`src/rtl/reg_file_ldsb.sv`:
```
// reg_file_ldsb: register file with two combinational read ports, an ALU
// write-back port and a scoreboarded load write-back port. One outstanding
// load is tracked. Its destination register reads as busy until the data
// returns, or until a younger ALU write to that register supersedes it.
//
// Optional feature: define REG_FILE_BYPASS_EN to forward same-cycle write
// data (ALU first, then returning load data) onto the read ports.
//
// state    | meaning
// ---------+-----------------------------------------------------------
// IDLE     | no load outstanding, new load may be issued
// PENDING  | load outstanding, its data will be written to PA
// SQUASHED | load outstanding but superseded; its data will be dropped
module reg_file_ldsb #(
  parameter int DATA_WIDTH = 8,
  parameter int ADDR_WIDTH = 3
) (
  input  logic                  CLK,
  input  logic                  RESET_N,
  input  logic [DATA_WIDTH-1:0] IN,
  input  logic [ADDR_WIDTH-1:0] INADDRESS,
  input  logic                  WRITE,
  input  logic [ADDR_WIDTH-1:0] OUT1ADDRESS,
  input  logic [ADDR_WIDTH-1:0] OUT2ADDRESS,
  output logic [DATA_WIDTH-1:0] OUT1,
  output logic [DATA_WIDTH-1:0] OUT2,
  output logic                  OUT1BUSY,
  output logic                  OUT2BUSY,
  input  logic                  LDISSUE,
  input  logic [ADDR_WIDTH-1:0] LDADDRESS,
  output logic                  LDREADY,
  input  logic                  LDDONE,
  input  logic [DATA_WIDTH-1:0] LDDATA
);

  localparam int DEPTH = 2 ** ADDR_WIDTH;

  localparam logic [1:0] ST_IDLE     = 2'd0;
  localparam logic [1:0] ST_PENDING  = 2'd1;
  localparam logic [1:0] ST_SQUASHED = 2'd2;

  logic [DATA_WIDTH-1:0] regs_q [DEPTH];
  logic [1:0]            state_q, state_d;
  logic [ADDR_WIDTH-1:0] pa_q, pa_d;

  logic alu_hits_pa;
  logic ld_commit;

  // An ALU write to the pending register is younger than the load, so it
  // wins both when it lands alongside LDDONE and when it lands before it.
  assign alu_hits_pa = WRITE && (INADDRESS == pa_q);
  assign ld_commit   = (state_q == ST_PENDING) && LDDONE && !alu_hits_pa;

  // Load tracking next state and pending-address capture
  always_comb begin
    state_d = state_q;
    pa_d    = pa_q;
    case (state_q)
      ST_IDLE: begin
        if (LDISSUE) begin
          state_d = ST_PENDING;
          pa_d    = LDADDRESS;
        end
      end
      ST_PENDING: begin
        if (LDDONE) begin
          state_d = ST_IDLE;
        end else if (alu_hits_pa) begin
          state_d = ST_SQUASHED;
        end
      end
      ST_SQUASHED: begin
        if (LDDONE) begin
          state_d = ST_IDLE;
        end
      end
      default: state_d = ST_IDLE;
    endcase
  end

  // Load tracking state register
  always_ff @(posedge CLK or negedge RESET_N) begin
    if (!RESET_N) begin
      state_q <= ST_IDLE;
      pa_q    <= '0;
    end else begin
      state_q <= state_d;
      pa_q    <= pa_d;
    end
  end

  // Register storage: ALU write-back and committed load write-back
  always_ff @(posedge CLK or negedge RESET_N) begin
    if (!RESET_N) begin
      for (int i = 0; i < DEPTH; i++) begin
        regs_q[i] <= '0;
      end
    end else begin
      if (ld_commit) begin
        regs_q[pa_q] <= LDDATA;
      end
      if (WRITE) begin
        regs_q[INADDRESS] <= IN;
      end
    end
  end

  assign LDREADY = (state_q == ST_IDLE);

`ifdef REG_FILE_BYPASS_EN
  logic ld_fwd;
  assign ld_fwd = (state_q == ST_PENDING) && LDDONE;

  // Read ports with same-cycle forwarding; ALU data takes priority
  always_comb begin
    OUT1     = regs_q[OUT1ADDRESS];
    OUT2     = regs_q[OUT2ADDRESS];
    OUT1BUSY = (state_q == ST_PENDING) && (OUT1ADDRESS == pa_q);
    OUT2BUSY = (state_q == ST_PENDING) && (OUT2ADDRESS == pa_q);
    if (WRITE && (OUT1ADDRESS == INADDRESS)) begin
      OUT1     = IN;
      OUT1BUSY = 1'b0;
    end else if (ld_fwd && (OUT1ADDRESS == pa_q)) begin
      OUT1     = LDDATA;
      OUT1BUSY = 1'b0;
    end
    if (WRITE && (OUT2ADDRESS == INADDRESS)) begin
      OUT2     = IN;
      OUT2BUSY = 1'b0;
    end else if (ld_fwd && (OUT2ADDRESS == pa_q)) begin
      OUT2     = LDDATA;
      OUT2BUSY = 1'b0;
    end
  end
`else
  // Read ports show stored contents only
  always_comb begin
    OUT1     = regs_q[OUT1ADDRESS];
    OUT2     = regs_q[OUT2ADDRESS];
    OUT1BUSY = (state_q == ST_PENDING) && (OUT1ADDRESS == pa_q);
    OUT2BUSY = (state_q == ST_PENDING) && (OUT2ADDRESS == pa_q);
  end
`endif

endmodule

```
`config.mk`:
```
export PLATFORM = sky130hd
export DESIGN_NAME = reg_file_ldsb
export DESIGN_NICKNAME = d
export VERILOG_FILES = /design/src/rtl/reg_file_ldsb.sv
export SDC_FILE = /design/constraint.sdc
export NUM_CORES = 1
export LEC_CHECK = 0
export ABC_AREA = 1
export CORE_ASPECT_RATIO = 1.2
export CORE_MARGIN = 2
export CORE_UTILIZATION = 50
export DETAILED_ROUTE_END_ITERATION = 16
export DONT_BUFFER_PORTS = 1
export PLACE_DENSITY = 0.65
export SETUP_SLACK_MARGIN = 0.02
export SLEW_MARGIN = 40
export SYNTH_ARGS = -nofsm -noshare
export SYNTH_HDL_FRONTEND = slang
export SYNTH_SLANG_ARGS = --single-unit
```
`constraint.sdc`:
```
create_clock -name CLK -period 2.02 [get_ports CLK]
set_input_delay 0.303 -clock CLK [delete_from_list [all_inputs] [get_ports CLK]]
set_output_delay 0.303 -clock CLK [all_outputs]
set_load 0.005 [all_outputs]
```
Word-level counts from Yosys, hierarchy flattened
Cells that the tools add are included.
{"block": "word_totals", "regBits": 69, "latch_bits": 0, "ram_bits": 0, "mem_bits_ro": 0, "inputBits": 33, "output_inout_bits": 19, "memories": 0}
{"block": "classes", "add_sub_neg": 0, "mul": 0, "n_div": 0, "magnitude_cmp": 6, "eq_ne": 8, "shift": 0, "muxes": 19, "bitwise": 4, "reduce_logical": 11}
{"op": "bitwise mux 64 bit", "n": 2}
{"op": "two-way mux 64 bit", "n": 2}
{"op": "binary-select mux 8 bit (select 3 bit)", "n": 2}
{"op": "demux 8 bit (select 3 bit)", "n": 2}
{"op": "two-way mux 8 bit", "n": 6}
{"op": ">= comparator 4 bit (second input constant)", "n": 4}
{"op": "NOT 3 -> 4 bit", "n": 4}
{"op": "equality test 3 bit", "n": 3}
{"op": "less-than comparator 4 x 1 -> 1 bit (second input constant)", "n": 2}
{"op": "two-way mux 2 bit", "n": 4}
{"op": "logical AND 1 bit", "n": 7}
{"op": "one-hot mux 2 bit (3 select lines)", "n": 1}
{"op": "!= test 2 bit (second input constant)", "n": 2}
{"op": "!= test 3 bit (second input constant)", "n": 1}
{"op": "AND reduction 3 bit", "n": 1}
{"op": "equality test 2 x 1 -> 1 bit (second input constant)", "n": 1}
{"op": "equality test 2 bit (second input constant)", "n": 1}
{"op": "logical NOT 2 bit", "n": 1}
{"op": "AND reduction 2 bit", "n": 1}
{"op": "logical NOT 1 bit", "n": 1}

Depth between registers and ports, before layout
Gate-level depths: netlist of run 1.
{"block": "depth", "ltp_word": 9, "mapped_depth": 12, "depth_no_buf": 10}

Worst setup path after synthesis of run 1
OpenSTA, ideal clock, no wires.
{"block": "synth_path", "path_kind": "input -> output", "from": "in OUT2ADDRESS[1]", "to": "out OUT2[5]", "arrival_ps": 1238, "required_ps": 1717, "setup_slack_ps": 479, "stages": 6, "path_buffers": 2, "cell_sequence": "clkbuf_1 clkbuf_1 o21ai_0 o21ai_0 nor2_1 a31oi_1"}
{"block": "synth_via", "elab_chain_cells": 4}
{"element": "start, declared", "line": "24", "rtl": "input logic [ADDR_WIDTH-1:0] OUT2ADDRESS,"}
{"element": "NOT 3 -> 4 bit (implied by the code)", "line": "139", "rtl": "OUT2 = regs_q[OUT2ADDRESS];"}
{"element": "binary-select mux 8 bit (select 3 bit)", "line": "139"}
{"element": "two-way mux 8 bit (implied by the code) (2 in a row)", "line": "139"}
{"element": "end, declared", "line": "26", "rtl": "output logic [DATA_WIDTH-1:0] OUT2,"}
No other way between the ends. The select of a mux whose other input is x is not followed.

Final worst setup path of run 1
{"block": "layout_path", "from": "reg state_q[0]", "to": "out OUT1BUSY"}
{"block": "layout_via", "elab_chain_cells": 2}
{"element": "start, declared", "line": "43", "rtl": "logic [1:0] state_q, state_d;"}
{"element": "start signal, assigned", "line": "87", "rtl": "state_q <= state_d;"}
{"element": "equality test 2 x 1 -> 1 bit", "line": "140", "rtl": "OUT1BUSY = (state_q == ST_PENDING) && (OUT1ADDRESS == pa_q);"}
{"element": "logical AND 1 bit", "line": "140"}
{"element": "end, declared", "line": "27", "rtl": "output logic OUT1BUSY,"}
No other way between the ends.

==> summary.md, run 1 <==
| Metric | Value |
|---|---|
| Setup Viol. Count Final | 0 |
| Placed Area | 5280 sq um |
| CTS root buffer | clkbuf_16 |
| FF/Latch Area | 1730 sq um |
| DRC violations left | 0 |
| Clock-pin slew on the worst setup and hold paths | 0.06 ns |
| Number of max-cap violations | 0 |
| Final worst slack | 0.106 ns |
| First-pass GRT wire length | 28,300 microns |
| Power Dens Cells | 1250 nW/um^2 |
| Routed vias | 5,677 |
| #FFs+latches synth | 69 |
| Final Hold Fails | 0 |
| Max-slew headroom | 59.3% |
| CP Launch Type | register |
| HP Start | IN[3] |
| Final slew viol count | 0 |
| Drt wl/cell | 18.5 microns |
| IO Count | 52 |
| Vias in the first global route | 5,085 |
| Detailed Route WL | 17,900 microns |
| Proportion of layout cells with a drive suffix above 1 | 4.16% |
| Total global-route track usage | 32.5% |
| Final ANT Viol Nets | 0 |
| Worst reg2reg endpoint | regs_q[19] |
| Pin count of the biggest net entering global routing | 74 |
| Dpl ws | 0.123 ns |
| Die area | 11,300 sq um |
| Flop2flop setup slack | 0.13 ns |
| Nets | 870 |
| Initial core utilization | 51.9% |
| Tmin final | 1.91 ns |
| Fillers | 1,058 |
| CORE AREA | 10,100 sq um |
| Hold path depth | 2 |
| Critical Path Source | state_q[0] |
| Crit-path max FO | 3 |
| DP HPWL | 12,300 microns |
| Synth Net Count | 904 |
| WP data arrival | 1.61 ns |
| Die height | 116 microns |
| # diodes | 0 |
| Worst-Margin Slew | 0.610 ns |
| Post-synthesis sequential area ratio | 32.9% |
| Overflow after GRT | 0 |
| Pre-antenna DRT Iters | 5 |
| Worst clock skew | 0.00524 ns |
| Cts bufs inserted | 9 |
| R2R Path Start | pa_q[1] |
| Status | completed |
| Worst-Skew Late Latency | 0.34 ns |
| VDD IR max | 0.838 mV |
| Mapped Cells | 871 |
| Antenna violations before repair | 0 |
| H-Tree Level Count | 3 |
| Chip width | 97.5 microns |
| Worst hold path type | primary input to register |
| Clock Sinks | 69 |
| Area grow syn2layout | 7.45% |
| Vias per cell | 5.87 |
| Routability cong. | 0.988 |
| Synth Warn # | 0 |
| R2R cell count | 9 |
| Deepest clock path buffer count | 2 |
| Leakage | 0.00288 uW |
| Fmax | 0.523 GHz |
| Final Cell Area | 5630 sq um |
| Hold worst-path end | regs_q[59] |
| Syn Area/Cell | 6.02 sq um |
| Rows | 40 |
| CP Capture Type | output pin |
| Synthesized area | 5240 sq um |
| Post-synth cell types | 24 |
| Setup CP Type | register to output pin |
| Fin crit share | 94.7% |
| Drt first-iter violations | 556 |
| Port Buf Inserts | 0 |
| CTS tree | built |
| Multi-input logic area | 2870 sq um |
| Req. time, crit path | 1.72 ns |
-- kinds of logic after synthesis --
logic type,Yosys count,share of synthesized area [%]
AO/OA/AOI/OAI,199,20.2
XOR/XNOR,2,0.334
flip-flops,69,32.9
buffers and inverters,169,12.6
AND/OR/NAND/NOR,432,33.9
-- state kept, by name, summed over array words and instances, names as in the netlist --
name     cells
state_q      2
regs_q      64
pa_q         3
-- placed cells by master, fill, tap and decap left out, drive strengths merged, types with 2 or more instances in the layout --
| master | count |
|---|---|
| nand3 | 74 |
| or2 | 2 |
| dfrtp | 69 |
| o21ai | 68 |
| nand3b | 8 |
| nor2 | 164 |
| inv | 109 |
| a21oi | 98 |
| clkbuf | 14 |
| a31oi | 16 |
| clkinv | 4 |
| nand2 | 182 |
| buf | 10 |
| o211ai | 16 |
| xor2 | 2 |
-- cells in the mapped netlist --
| library cell | n | area [sq um] |
|---|---|---|
| nand2_1 | 182 | 683 |
| nor2_1 | 163 | 612 |
| inv_1 | 107 | 402 |
| a21oi_1 | 98 | 490 |
| nand3_1 | 74 | 370 |
| dfrtp_1 | 69 | 1730 |
| o21ai_0 | 68 | 340 |
| clkbuf_1 | 27 | 101 |
| buf_2 | 18 | 90.1 |
| a31oi_1 | 16 | 100 |
| o211ai_1 | 16 | 120 |
| buf_1 | 10 | 37.5 |
| nand3b_2 | 5 | 56.3 |
| clkinv_1 | 4 | 15.0 |
| nand3b_1 | 3 | 22.5 |
| inv_2 | 2 | 7.51 |
| xor2_1 | 2 | 17.5 |
| buf_4 | 1 | 7.51 |
| nor2_4 | 1 | 11.3 |
| nor3_1 | 1 | 5.00 |
| nor4_1 | 1 | 6.26 |
| o21a_1 | 1 | 7.51 |
| or2_1 | 1 | 6.26 |
| or2_2 | 1 | 6.26 |
-- how the worst max path moves through the flow --
stage / cells past startpoint / endpoint
after floorplan: 6 / OUT2[5]
after global placement: 9 / regs_q[18]
after detailed placement: 9 / regs_q[19]
after CTS: 4 / OUT2BUSY
after global routing: 9 / regs_q[23]
final: 5 / OUT1BUSY
-- per-stage QoR --
stage               hold WS, ns  total power, uW  setup TNS (ns)  std cells  utilization, %
floorplan               0.00741             4510               0        871               -
global placement        0.00966             5210               0        950            52.3
detailed placement      0.00974             5320               0        950            52.3
CTS                       0.121             6970               0        967            55.6
global route              0.129             7550         -0.0247        967            55.7
finish                    0.127             7050               0        967            55.7
-- power by group --
group          switching [uW]  internal [uW]
sequential                699           2080
combinational            1680            984
clock                     587           1020
total                    2970           4080
-- critical path: stages, from the launching register on --
cell and delay, ns:
dfrtp_1 0.37, inv_1 0.05, or2_1 0.26, inv_1 0.13
o21ai_0 0.11, nor4_2 0.35
-- area by class of cell --
class                           count  area share [%]
Tap cell                          126            2.80
Timing Repair Buffer               11            2.75
Multi-Input combinational cell    633            51.0
Clock buffer                       14            4.69
Sequential cell                    69            30.7
Clock inverter                      1           0.533
Inverter                          113            7.53
-- layer usage --
layer | wire (microns) | track usage (%) | up-vias
met2 | 7640 | 47.5 | 255
met1 | 8100 | 48.2 | 2673
met3 | 1650 | 5.86 | 34
met5 | 0 | 0 | -
li1 | - | - | 2715
met4 | 520 | 12.3 | 0
-- repair_timing --
action	4_1_cts	5_1_grt
setup endpoints to repair	1	38
setup buffers	0	0
hold buffers	2	0
endpoints found under the hold margin	69	0
gates resized for setup	1	3
Note: power is estimated with default switching activity, not from simulation.
==> inputs of run 2 (changes only) <==
clock period = 1.8 ns   (was 2.02 ns; I/O delays follow)
==> run 2 against run 1 <==
The flow now finishes with violations (hold timing). Wire length decreased by 2.2%. Utilization increased by 2.2 points. Sequential power increased by 12%.
==> summary.md, run 2 (synthesis gave the netlist of run 1 again) <==
| Metric | Value |
|---|---|
| Status | complete, but fails checks |
| Failing checks | hold timing |
| WP data arrival | 1.49 ns |
| Leakage | 0.00298 uW |
| Worst-Margin Slew | 0.572 ns |
| Final Power | 8300 uW |
| Max-slew headroom | 61.8% |
| Largest register FFs | 64 |
| Most frequent cells in the layout | nand2_1 (180), nor2_1 (163), inv_1 (104) |
| Final Cell Area | 5850 sq um |
| Final Hold Fails | 69 |
| Crit-path max FO | 2 |
| Tmin final | 1.76 ns |
| Placed Area | 5300 sq um |
| Setup TNS | 0 ns |
| Routed vias | 5,637 |
| RSZ-0062 raised after global routing | yes |
| CTS tree | built |
| Top reg by flops | regs_q |
| DRC violations left | 0 |
| Commonest non-fill, non-tap cell in the layout | nand2_1 |
| Fmax | 0.568 GHz |
| Chip width | 97.5 microns |
| # diodes | 0 |
| Initial core utilization | 51.9% |
| Rows | 40 |
| VDD IR max | 0.829 mV |
| Critical Path Source | regs_q[19] |
| Req. time, crit path | 1.53 ns |
| Multi-input logic area | 2930 sq um |
| Vias per cell | 5.72 |
| Die area | 11,300 sq um |
| Pre-antenna DRT Iters | 5 |
| Final ANT Viol Nets | 0 |
| Worst clock skew | 0.00568 ns |
| Die height | 116 microns |
| Top flop regs | regs_q x64, pa_q x3, state_q x2 |
| Port Buf Inserts | 0 |
| IO Count | 52 |
| Antenna violations before repair | 0 |
| R2R Path Start | state_q[0] |
| Pin count of the biggest net entering global routing | 70 |
| CP Capture Type | output pin |
| Fin crit share | 97.9% |
| Flop2flop setup slack | 0.04 ns |
| Drt first-iter violations | 873 |
| CTS root buffer | clkbuf_16 |
| H-Tree Level Count | 3 |
| Nets | 888 |
| Final slew viol count | 0 |
| Clock Sinks | 69 |
| Power Dens Cells | 1420 nW/um^2 |
| Fillers | 1,005 |
| Proportion of layout cells with a drive suffix above 1 | 8.14% |
| Deepest clock path buffer count | 2 |
| Worst-Skew Late Latency | 0.34 ns |
| Worst hold path type | primary input to async pin |
| FF/Latch Area | 1730 sq um |
| Total global-route track usage | 30.7% |
| Overflow after GRT | 0 |
| DP HPWL | 12,000 microns |
| Setup Viol. Count Final | 0 |
| Number of max-cap violations | 0 |
| CORE AREA | 10,100 sq um |
| Area grow syn2layout | 11.6% |
| Final hold slack | -0.376 ns |
| Critical Path Sink | OUT2[3] |
| Routability cong. | 0.894 |
| Vias in the first global route | 4,930 |
| Setup CP Type | register to output pin |
| Clock-pin slew on the worst setup and hold paths | 0.06 ns |
| Worst reg2reg endpoint | regs_q[12] |
| Detailed Route WL | 17,500 microns |
| R2R cell count | 10 |
| First-pass GRT wire length | 26,700 microns |
| Drt wl/cell | 17.8 microns |
| CP Launch Type | register |
| Cts bufs inserted | 9 |
[run 2: cell count changes in the layout (fill, tap and decap cells not counted), sizes merged]
cell         change
buf             +16
clkinv           -1
dlygate4sd3      -1
clkbuf           +5
bufinv           -1
clkinvlp         +1
[run 2: layout make-up]
class	count	share of cell area (%)
tap	126	2.69
multi-input combinational	633	50.0
sequential	69	29.5
inverter	113	7.35
clock buffer	16	4.98
timing repair buffer	29	5.45
[run 2: power by group]
part	internal, uW	total, uW	switching, uW	leakage (uW)
registers	2340	3120	787	0.000783
clock network	1090	1730	642	0.000143
logic	1410	3450	2030	0.00206
total	4840	8300	3460	0.00298
[run 2: worst max-delay path, stage by stage (launching register included)]
cell and delay, ns:
dfrtp_1 0.39, inv_1 0.08, a21oi_1 0.11, o21ai_0 0.13, o21ai_0 0.17, nor2_1 0.07
a31oi_1 0.20
[run 2: what timing repair did]
| item | 4_1_cts | 5_1_grt |
|---|---|---|
| pin swaps | 2 | 8 |
| endpoints found under the setup margin | 2 | 53 |
| gates resized for setup | 6 | 35 |
| setup buffers | 3 | 8 |
| gates cloned | 0 | 3 |
| endpoints found under the hold margin | 69 | 69 |
[run 2: worst min-delay path by stage]
stage / end / slack, ns / depth (start not counted)
2_1_floorplan: pa_q[0] / -0.03 / 0
6_report: regs_q[29] / -0.38 / 0
5_1_grt: state_q[0] / -0.39 / 0
3_3_place_gp: regs_q[18] / -0.02 / 0
4_1_cts: regs_q[39] / -0.38 / 0
3_5_place_dp: regs_q[18] / -0.02 / 0
[run 2: metrics by stage]
stage	hold WS, ns	setup WS [ns]	util (%)	cells
4_1_cts	-0.382	-0.0160	55.7	975
3_5_place_dp	-0.0240	0.135	52.5	956
6_report	-0.376	0.0384	57.9	986
5_1_grt	-0.387	-0.0538	57.9	986
3_3_place_gp	-0.0237	0.180	52.5	956
2_1_floorplan	-0.0256	0.325	-	871
[run 2: per-layer routing]
layer	global-route usage (%)	wire length [microns]	vias to the layer above	share of wire (%)
met1	42.4	7460	2593	43
met3	7.84	1740	33	9.9
met2	46.4	7860	259	45
met5	0	0	-	0
met4	12.9	473	0	2.7
li1	-	-	2752	-
